### config.mk
export PLATFORM = sky130hd
export DESIGN_NAME = line_follow_ctrl
export DESIGN_NICKNAME = d
export VERILOG_FILES = /design/src/rtl/lf_pkg.sv /design/src/rtl/motor_pwm.sv /design/src/rtl/line_follow_ctrl.sv
export SDC_FILE = /design/constraint.sdc
export NUM_CORES = 1
export LEC_CHECK = 0
export ABC_AREA = 1
export BUFFER_PORTS_ARGS = -buffer_cell sky130_fd_sc_hd__buf_2
export CAP_MARGIN = 30
export CORE_ASPECT_RATIO = 2
export CORE_UTILIZATION = 29
export DETAILED_ROUTE_END_ITERATION = 6
export GPL_TIMING_DRIVEN = 0
export SLEW_MARGIN = 5
export SYNTH_ARGS = -nofsm -noshare
export SYNTH_HDL_FRONTEND = slang
export SYNTH_SLANG_ARGS = --single-unit
### constraint.sdc
create_clock -name clk_50 -period 5.09 [get_ports clk_50]
set_input_delay 0.509 -clock clk_50 [delete_from_list [all_inputs] [get_ports clk_50]]
set_output_delay 0.509 -clock clk_50 [all_outputs]
set_load 0.1 [all_outputs]
### src/rtl/lf_pkg.sv
// Shared types and constants for the line-follower controller.
package lf_pkg;

    // Controller states; encoding is visible on state_o
    typedef enum logic [2:0] {
        ST_IDLE   = 3'd0,
        ST_FOLLOW = 3'd1,
        ST_CORR_L = 3'd2,
        ST_CORR_R = 3'd3,
        ST_NODE   = 3'd4,
        ST_EXIT   = 3'd5,
        ST_TURN   = 3'd6,
        ST_LOST   = 3'd7
    } lf_state_e;

    // Turn command encodings from the path planner
    localparam logic [1:0] CMD_STRAIGHT = 2'd0;
    localparam logic [1:0] CMD_LEFT     = 2'd1;
    localparam logic [1:0] CMD_RIGHT    = 2'd2;
    localparam logic [1:0] CMD_STOP     = 2'd3;

    // Sensor word layout
    localparam int unsigned SNS_W = 3;
    localparam int unsigned SNS_L = 0;
    localparam int unsigned SNS_C = 1;
    localparam int unsigned SNS_R = 2;

    // Tracking decision for a word that is neither 000 nor 111:
    // symmetric words (010, 101) go straight, otherwise steer toward the lit side.
    function automatic lf_state_e track_state(input logic [SNS_W-1:0] f);
        lf_state_e st;
        if (f[SNS_L] == f[SNS_R]) begin
            st = ST_FOLLOW;
        end else if (f[SNS_L]) begin
            st = ST_CORR_L;
        end else begin
            st = ST_CORR_R;
        end
        return st;
    endfunction

endpackage

### src/rtl/motor_pwm.sv
// Dual-wheel PWM generator: one shared counter, two comparators.
// Duty values are sampled only at counter wrap so a period is never split.
module motor_pwm #(
    parameter int unsigned PWM_PERIOD = 2500,
    parameter int unsigned DUTY_W     = 12
) (
    input  logic              clk_50,
    input  logic              rst_n,
    input  logic [DUTY_W-1:0] duty_l,
    input  logic [DUTY_W-1:0] duty_r,
    output logic              pwm_l,
    output logic              pwm_r
);

    localparam logic [DUTY_W-1:0] CNT_LAST = DUTY_W'(PWM_PERIOD - 1);

    logic [DUTY_W-1:0] cnt;
    logic [DUTY_W-1:0] act_l;
    logic [DUTY_W-1:0] act_r;
    logic              wrap;

    assign wrap = (cnt == CNT_LAST);

    // Free-running period counter, wrap-synchronous duty load, registered compare
    always_ff @(posedge clk_50) begin
        if (!rst_n) begin
            cnt   <= '0;
            act_l <= '0;
            act_r <= '0;
            pwm_l <= 1'b0;
            pwm_r <= 1'b0;
        end else begin
            cnt   <= wrap ? '0 : cnt + DUTY_W'(1);
            if (wrap) begin
                act_l <= duty_l;
                act_r <= duty_r;
            end
            pwm_l <= (cnt < act_l);
            pwm_r <= (cnt < act_r);
        end
    end

endmodule

### src/rtl/line_follow_ctrl.sv
// Line-following AGV controller: sensor filter, tracking FSM, node counting,
// planner handshake and motor drive.
// Optional: define LF_LOST_RECOVERY_EN to make LOST spin back toward the line.
module line_follow_ctrl
    import lf_pkg::*;
#(
    parameter int unsigned FILT_CYCLES  = 50000,
    parameter int unsigned PWM_PERIOD   = 2500,
    parameter int unsigned DUTY_FAST    = 2000,
    parameter int unsigned DUTY_SLOW    = 800,
    parameter int unsigned TURN_MIN     = 500000,
    parameter int unsigned LOST_TIMEOUT = 2500000
) (
    input  logic             clk_50,
    input  logic             rst_n,
    input  logic [SNS_W-1:0] line_ls,
    input  logic             run_en,
    input  logic             cmd_valid,
    input  logic [1:0]       cmd_dir,
    output logic             cmd_ready,
    output logic             node_pulse,
    output logic [7:0]       node_count,
    output logic             pwm_l,
    output logic             pwm_r,
    output logic             dir_l,
    output logic             dir_r,
    output logic [2:0]       state_o
);

    localparam int unsigned FC_W    = $clog2(FILT_CYCLES + 1);
    localparam int unsigned DUTY_W  = $clog2(PWM_PERIOD + 1);
    localparam int unsigned TMR_MAX = (LOST_TIMEOUT > TURN_MIN) ? LOST_TIMEOUT : TURN_MIN;
    localparam int unsigned TMR_W   = $clog2(TMR_MAX + 1);

    localparam logic [FC_W-1:0]   FILT_LAST = FC_W'(FILT_CYCLES - 1);
    localparam logic [DUTY_W-1:0] D_FAST    = DUTY_W'(DUTY_FAST);
    localparam logic [DUTY_W-1:0] D_SLOW    = DUTY_W'(DUTY_SLOW);
    localparam logic [TMR_W-1:0]  LOST_LIM  = TMR_W'(LOST_TIMEOUT - 1);
    localparam logic [TMR_W-1:0]  TURN_LIM  = TMR_W'(TURN_MIN);

    localparam logic [SNS_W-1:0] W_NONE = 3'b000;
    localparam logic [SNS_W-1:0] W_ALL  = 3'b111;

    logic [SNS_W-1:0]  raw_q;
    logic [SNS_W-1:0]  filt;
    logic [FC_W-1:0]   filt_cnt;

    lf_state_e         state;
    lf_state_e         state_n;
    logic [TMR_W-1:0]  tmr;
    logic              turn_left;
    logic              turn_left_n;
    logic              tracking;
    logic [DUTY_W-1:0] duty_l;
    logic [DUTY_W-1:0] duty_r;
`ifdef LF_LOST_RECOVERY_EN
    logic              last_left;
`endif

    // Debounce: filtered word follows the raw word only after it has been stable
    always_ff @(posedge clk_50) begin
        if (!rst_n) begin
            raw_q    <= '0;
            filt     <= '0;
            filt_cnt <= '0;
        end else begin
            raw_q <= line_ls;
            if (line_ls != raw_q) begin
                filt_cnt <= '0;
            end else if (filt_cnt != FILT_LAST) begin
                filt_cnt <= filt_cnt + FC_W'(1);
            end
            if (filt_cnt == FILT_LAST) begin
                filt <= raw_q;
            end
        end
    end

    // Next-state decode; run_en low overrides everything
    function automatic lf_state_e fsm_next(
        input lf_state_e        st,
        input logic [SNS_W-1:0] f,
        input logic [TMR_W-1:0] t,
        input logic             run,
        input logic             cv,
        input logic [1:0]       cd
    );
        lf_state_e nx;
        nx = st;
        if (!run) begin
            nx = ST_IDLE;
        end else begin
            case (st)
                ST_IDLE: nx = ST_FOLLOW;
                ST_FOLLOW, ST_CORR_L, ST_CORR_R: begin
                    if (f == W_ALL) begin
                        nx = ST_NODE;
                    end else if (f == W_NONE) begin
                        if (t >= LOST_LIM) begin
                            nx = ST_LOST;
                        end
                    end else begin
                        nx = track_state(f);
                    end
                end
                ST_NODE: begin
                    if (cv) begin
                        case (cd)
                            CMD_STRAIGHT:        nx = ST_EXIT;
                            CMD_LEFT, CMD_RIGHT: nx = ST_TURN;
                            CMD_STOP:            nx = ST_IDLE;
                            default:             nx = ST_IDLE;
                        endcase
                    end
                end
                // Stay until the junction has fully passed so it is counted once
                ST_EXIT: if (f != W_ALL) nx = ST_FOLLOW;
                ST_TURN: if ((t >= TURN_LIM) && f[SNS_C]) nx = ST_FOLLOW;
`ifdef LF_LOST_RECOVERY_EN
                ST_LOST: if (f != W_NONE) nx = ST_FOLLOW;
`else
                ST_LOST: nx = ST_LOST;
`endif
                default: nx = ST_IDLE;
            endcase
        end
        return nx;
    endfunction

    assign state_n     = fsm_next(state, filt, tmr, run_en, cmd_valid, cmd_dir);
    assign turn_left_n = (state == ST_NODE) ? (cmd_dir == CMD_LEFT) : turn_left;
    assign tracking    = (state == ST_FOLLOW) || (state == ST_CORR_L) || (state == ST_CORR_R);
    assign state_o     = state;

    // FSM state, timers, node counter and registered motor commands
    always_ff @(posedge clk_50) begin
        if (!rst_n) begin
            state      <= ST_IDLE;
            tmr        <= '0;
            turn_left  <= 1'b0;
            node_count <= '0;
            node_pulse <= 1'b0;
            cmd_ready  <= 1'b0;
            duty_l     <= '0;
            duty_r     <= '0;
            dir_l      <= 1'b1;
            dir_r      <= 1'b1;
`ifdef LF_LOST_RECOVERY_EN
            last_left  <= 1'b0;
`endif
        end else begin
            state     <= state_n;
            turn_left <= turn_left_n;
`ifdef LF_LOST_RECOVERY_EN
            if (filt != W_NONE) begin
                last_left <= filt[SNS_L];
            end
`endif
            // Shared timer: lost time while tracking, elapsed time while turning
            if (state_n != state) begin
                tmr <= '0;
            end else if ((state == ST_TURN) || (tracking && (filt == W_NONE))) begin
                if (tmr != '1) begin
                    tmr <= tmr + TMR_W'(1);
                end
            end else begin
                tmr <= '0;
            end

            node_pulse <= (state_n == ST_NODE) && (state != ST_NODE);
            if ((state_n == ST_NODE) && (state != ST_NODE)) begin
                node_count <= node_count + 8'd1;
            end
            cmd_ready <= (state_n == ST_NODE);

            duty_l <= '0;
            duty_r <= '0;
            dir_l  <= 1'b1;
            dir_r  <= 1'b1;
            case (state_n)
                ST_FOLLOW, ST_EXIT: begin
                    duty_l <= D_FAST;
                    duty_r <= D_FAST;
                end
                ST_CORR_L: begin
                    duty_l <= D_SLOW;
                    duty_r <= D_FAST;
                end
                ST_CORR_R: begin
                    duty_l <= D_FAST;
                    duty_r <= D_SLOW;
                end
                ST_TURN: begin
                    duty_l <= D_FAST;
                    duty_r <= D_FAST;
                    dir_l  <= ~turn_left_n;
                    dir_r  <= turn_left_n;
                end
`ifdef LF_LOST_RECOVERY_EN
                ST_LOST: begin
                    duty_l <= D_SLOW;
                    duty_r <= D_SLOW;
                    dir_l  <= ~last_left;
                    dir_r  <= last_left;
                end
`endif
                default: ;
            endcase
        end
    end

    motor_pwm #(
        .PWM_PERIOD(PWM_PERIOD),
        .DUTY_W    (DUTY_W)
    ) u_pwm (
        .clk_50(clk_50),
        .rst_n (rst_n),
        .duty_l(duty_l),
        .duty_r(duty_r),
        .pwm_l (pwm_l),
        .pwm_r (pwm_r)
    );

endmodule

## Word level (Yosys, flattened, before mapping)

Index checks and enable logic that the tools add are counted.

- Add/sub/neg operators: 4
- $mul: 0
- Div/mod/pow operators: 0
- Order comparisons: 4
- Equal/unequal tests: 26
- Shifts and indexed selects: 0
- Multiplexer cells: 14
- Bitwise logic cells: 3
- Reduce and logical (&&, ||, !) cells: 17

Operator list:

| operator | number |
|---|---|
| $pmux W11 S2 | 2 |
| $eq A3 B3 Y1 const B | 8 |
| $lt A12 B12 Y1 | 2 |
| $add A22 B1 Y22 const B | 1 |
| $ge A22 B19 Y1 const B | 1 |
| $ge A22 B22 Y1 const B | 1 |
| $ne A22 B22 Y1 const B | 1 |
| $mux W3 | 7 |
| $pmux W3 S6 | 1 |
| $add A16 B1 Y16 const B | 1 |
| $eq A16 B16 Y1 const B | 1 |
| $ne A16 B16 Y1 const B | 1 |
| $add A12 B1 Y12 const B | 1 |
| $eq A12 B12 Y1 const B | 1 |
| $eq A3 B2 Y1 const B | 4 |
| $pmux W3 S3 | 1 |
| $add A8 B1 Y8 const B | 1 |
| $reduce_or A4 Y1 | 2 |
| $eq A3 B1 Y1 const B | 2 |
| $logic_not A3 Y1 | 2 |
| $ne A3 B3 Y1 | 2 |
| $ne A3 B3 Y1 const B | 2 |
| $reduce_or A2 Y1 | 3 |
| $reduce_or A3 Y1 | 2 |
| other kinds (10) | 18 |

- Flip-flop bits (word level): 122
- Latch bits: 0
- RAM bits: 0
- Bits in read-only memories: 0
- Input port bits: 9
- Output and inout port bits: 17
- Logic and storage cells: 86
- Memories: 0

## Longest topological paths before layout

- Depth in word-level cells: 9
- Depth in mapped cells: 18
- Gate-level depth less buffers: 18

## By module

A second synthesis with hierarchy kept.

- Cells, all modules: 838
- Area total of the unflattened synthesis: 5749.3 µm²

Modules (own cells, without submodules):

| module | instances | cells each | area each (µm²) | sequential area each (µm²) |
|---|---|---|---|---|
| line_follow_ctrl | 1 | 509 | 3609.7 | 1321.3 |
| motor_pwm | 1 | 329 | 2139.6 | 760.7 |

## Worst setup path after synthesis

No wires, ideal clock.

- Path type: register -> register
- Start: reg state[0] (netlist: state_o[0])
- End: reg node_count[6]
- Setup time: 0.118 ns
- Arrival time: 2.465 ns
- Data required time: 4.972 ns
- Path slack: 2.507 ns
- Cell stages (with the launch flop): 16
- Path buffers: 1
- Clock period less this slack: 2.583 ns
- Cells stage by stage: dfxtp_1 nor2_1 nor2_1 nand2_1 a21oi_1 o21ai_1 nand3_1 nand2_2 ha_1 inv_1 nor2_1 nand3_1 buf_2 o21ai_0 nand2_1 nor2_1

- Cells in the longest elaborated chain, start to end: 7
- Elaborated cells between the ends (all ways): 20
- Classes of those cells: eq/ne: 9; mux: 8; reduce/logical: 3

RTL lines:

| element | line | source |
|---|---|---|
| start, declared | line_follow_ctrl.sv:48 | `lf_state_e state;` |
| start signal, assigned | line_follow_ctrl.sv:152 | `state <= state_n;` |
| $mux W3 | line_follow_ctrl.sv:99 | `if (t >= LOST_LIM) begin` |
| $mux W3 | line_follow_ctrl.sv:98 | `end else if (f == W_NONE) begin` |
| $mux W3 | line_follow_ctrl.sv:96 | `if (f == W_ALL) begin` |
| $pmux W3 S6 | line_follow_ctrl.sv:93 | `case (st)` |
| $mux W3 | line_follow_ctrl.sv:90 | `if (!run) begin` |
| $eq A3 B3 Y1 | line_follow_ctrl.sv:171 | `if ((state_n == ST_NODE) && (state != ST_NODE)) begin` |
| $logic_and A1 B1 Y1 (*) | line_follow_ctrl.sv:171 |  |
| end signal, assigned | line_follow_ctrl.sv:172 | `node_count <= node_count + 8'd1;` |
| end, declared | line_follow_ctrl.sv:22 | `output logic [7:0] node_count,` |

Mark *: on every way between the ends. The rest lies on a longest branch, timed or not.
A chain may end at the register's enable or synchronous reset.

## Worst setup path in the final report

- Start: reg tmr[0]
- End: reg node_count[0]

- Cells in the longest elaborated chain, start to end: 8
- Elaborated cells between the ends (all ways): 11
- Classes of those cells: order compare: 2; eq/ne: 1; mux: 6; reduce/logical: 2

RTL lines:

| element | line | source |
|---|---|---|
| start, declared | line_follow_ctrl.sv:50 | `logic [TMR_W-1:0] tmr;` |
| start signal, assigned | line_follow_ctrl.sv:164 | `tmr <= tmr + TMR_W'(1);` |
| $ge A22 B22 Y1 | line_follow_ctrl.sv:99 |  |
| $mux W3 | line_follow_ctrl.sv:99 |  |
| $mux W3 | line_follow_ctrl.sv:98 |  |
| $mux W3 | line_follow_ctrl.sv:96 |  |
| $pmux W3 S6 (*) | line_follow_ctrl.sv:93 |  |
| $mux W3 (*) | line_follow_ctrl.sv:90 |  |
| $eq A3 B3 Y1 (*) | line_follow_ctrl.sv:171 |  |
| $logic_and A1 B1 Y1 (*) | line_follow_ctrl.sv:171 |  |

Marked as above.

==> results.cfg <==
[setup_path]
crit_family = simple AND/OR/NAND/NOR gates
rr_startpoint = tmr[0]
worstSetupPathType = flop to flop
path_common_cell = nand3_1
start_kind = flop
timing.rr.end = node_count[0]
crit_path_end_kind = flop
cp.arrival_ns = 2.89
crit_path_max_fanout = 10
worst_r2r_path_depth = 15
cp_num_cells = 15
cp_cell_sequence = ha_1, nand2_1, o21ai_0, nand3_1, nand3_2, o21ai_1, nand3_1, nand2_2, ha_1, inv_1, nor2_1, nand3_1, buf_2, o21ai_0, a21oi_1
worstSetupEndpoint = node_count[0]
required_ns = 5.37
r2r_slack_ns = 2.48
worst-path-buf-inv = 2
critical-path-slowest-cell = dfxtp_1
critPathMaxStageDelay_ns = 0.37
crit_start = tmr[0]

[floorplan]
std_cell_rows = 64
die_w_um = 91.2
core_area_sq_mm = 0.0155
die_height_um = 180
ios = 26
dieArea_sq_mm = 0.0165
start_util_pct = 29.9

[power]
vdd_ir_drop_max_mv = 0.209
power_density_mw_per_mm2 = 262
p_leak_nw = 2.16

[timing]
rsz0062_at_grt = false
drv_slew = 0
setup_viol = 0
min_period_over_period_pct = 51.4
worstMarginPinSlew_ns = 0.817
final_hold_viol_count = 0
fin_tns_setup_ns = 0
period_minus_slack_ns = 2.61
max_freq_mhz = 382
maxSlewHeadroom_pct = 45.0
layout_setup_ws_ns = 2.48
clock_skew_ns = 0.0123

[detailed_routing]
routedWlPerCell_um = 12.3
routed_wl_mm = 10.8
vias_per_cell = 4.68
vias = 4119
drtIter0Drc = 119
drtAntennaViolNets = 0
first_pass_iters = 4
drc = 0

[clock_network]
clockBufferDepth = 2
cts_buffers = 9
cts_tree = done
h-tree-depth = 3
clk_latency_ns = 0.35
clk_pin_slew_ns = 0.08
post_cts_buffers = 0
cts_root_buf = clkbuf_16
cts_resized = 0
cts_hold_buf = 0
clock_sinks = 86

[logic_synthesis]
synth.distinct_cells = 34
synthTopCellsByArea = dfxtp_1 37%, nand2_1 9.1%, inv_1 7.0%
yosys.area.top_type = dfxtp_1
synth_area_sq_mm = 0.00462
post-synth-top-count-cell = nand2_1
synth.top_cell.area_share_pct = 37.3
yosysSeqAreaShare_pct = 37.3
ys.flop_type = dfxtp_1
synth_edf_count = 0
ys_ff_latch = 86
avgSynthCellArea_sq_um = 7.19
syn-num-nets = 676
synthArstFlopShare_pct = 0
synth.top_cells.by_count = 112 x nand2_1, 86 x dfxtp_1, 86 x inv_1, 72 x nor2_1, 46 x a21oi_1
netlist_instances = 642
yosys_warnings = 0

[finish]
final-seq-area_sq_mm = 0.00172
multi_input_area_sq_mm = 0.00248
post_route_cells_drive_above_1_share_pct = 14.6
nets = 712
fillers = 1676
stdcell_count = 881
diodes = 0
area_delta_synth_final_pct = 14.3

[global_route]
groute.usage.overall_pct = 13.9
antenna_found_initial = 0
grt_pass1_vias = 4013
grt_pass1_wl_mm = 18.1
grt_max_degree = 18
overflow = 0

[status]
status = completed

[place]
post-dp-hpwl_mm = 8.56
placed_cells = 865
gp_congestion = 0.896
dp_slack_ns = 2.53
port_buffers = 25

[hold_path]
holdPathStages = 3
holdCritPathClass = input port to flop
hold_start = line_ls[2]

[flow_run]
max_cap_violations = 0
-- per-stage QoR --
stage	hold WS (ns)	instance area, sq um	power [mW]	util [%]
after global placement	0.449	4990	0.748	32.3
after floorplan	0.430	4620	0.732	-
after global routing	0.353	5280	1.43	34.1
after CTS	0.353	5280	1.40	34.1
final	0.353	5280	1.38	34.1
after detailed placement	0.453	4990	0.749	32.3
-- sequential cells by signal (all words and copies together), names as in the netlist, 3 cells and up --
register and cells:
duty_l 3, filt_cnt 16, node_count 8, tmr 22
state_o 3, raw_q 3, u_pwm.cnt 12, filt 3
duty_r 3, u_pwm.act_r 3, u_pwm.act_l 3
-- cell families (layout without fill, tap and decap cells) --
family	Yosys count	in the layout	share of synthesized area, %
AND/OR/NAND/NOR	311	311	31.9
buffers and inverters	105	146	8.89
AO/OA/AOI/OAI	94	94	11.2
flip-flops	86	86	37.3
adder cells (fa/ha/maj)	25	25	6.78
XOR/XNOR	21	21	3.98
-- final cells by class --
class / count / area share, %
Clock buffer: 9 / 4.27
Multi-Input combinational cell: 451 / 47.1
Timing Repair Buffer: 25 / 2.37
Clock inverter: 7 / 1.19
Inverter: 96 / 6.83
Buffer: 9 / 0.948
Sequential cell: 86 / 32.6
Tap cell: 198 / 4.69
-- layer usage --
layer / GRT usage (%) / share of wire, % / routed length, um / vias to the layer above
met5: 0 / 0 / 0 / -
met4: 10.8 / 6.1 / 662 / 0
met3: 2.24 / 2.1 / 228 / 41
met2: 27.4 / 55 / 5960 / 71
met1: 12.1 / 37 / 3970 / 1845
li1: - / - / - / 2162
-- placed cells by master (no fill, tap or decap), types with 25 or more instances in the layout --
cell / netlist / layout
ha_1: 25 / 25
o21ai_0: 28 / 28
inv_1: 86 / 86
nand3_1: 35 / 35
a21oi_1: 46 / 46
buf_2: 1 / 26
nor2_1: 72 / 72
dfxtp_1: 86 / 86
nor2_2: 25 / 25
nand2_1: 112 / 112
-- worst min-delay path: stages --
cell     delay, ns
buf_2         0.09
nand2_1       0.05
inv_1         0.04
-- worst min-delay path by stage --
| stage | slack (ns) | end |
|---|---|---|
| after global placement | 0.45 | u_pwm.act_l[5] |
| after detailed placement | 0.45 | u_pwm.act_l[5] |
| after global routing | 0.35 | raw_q[2] |
| final | 0.35 | raw_q[2] |
| after floorplan | 0.43 | u_pwm.cnt[0] |
| after CTS | 0.35 | raw_q[2] |
-- where the power goes --
group	leakage [nW]	internal, mW	switching, mW	total, mW
Sequential	0.695	0.679	0.00472	0.683
Clock	0.140	0.343	0.307	0.651
Combinational	1.32	0.0158	0.0329	0.0487
No activity file was read; power rests on OpenSTA's default activity.
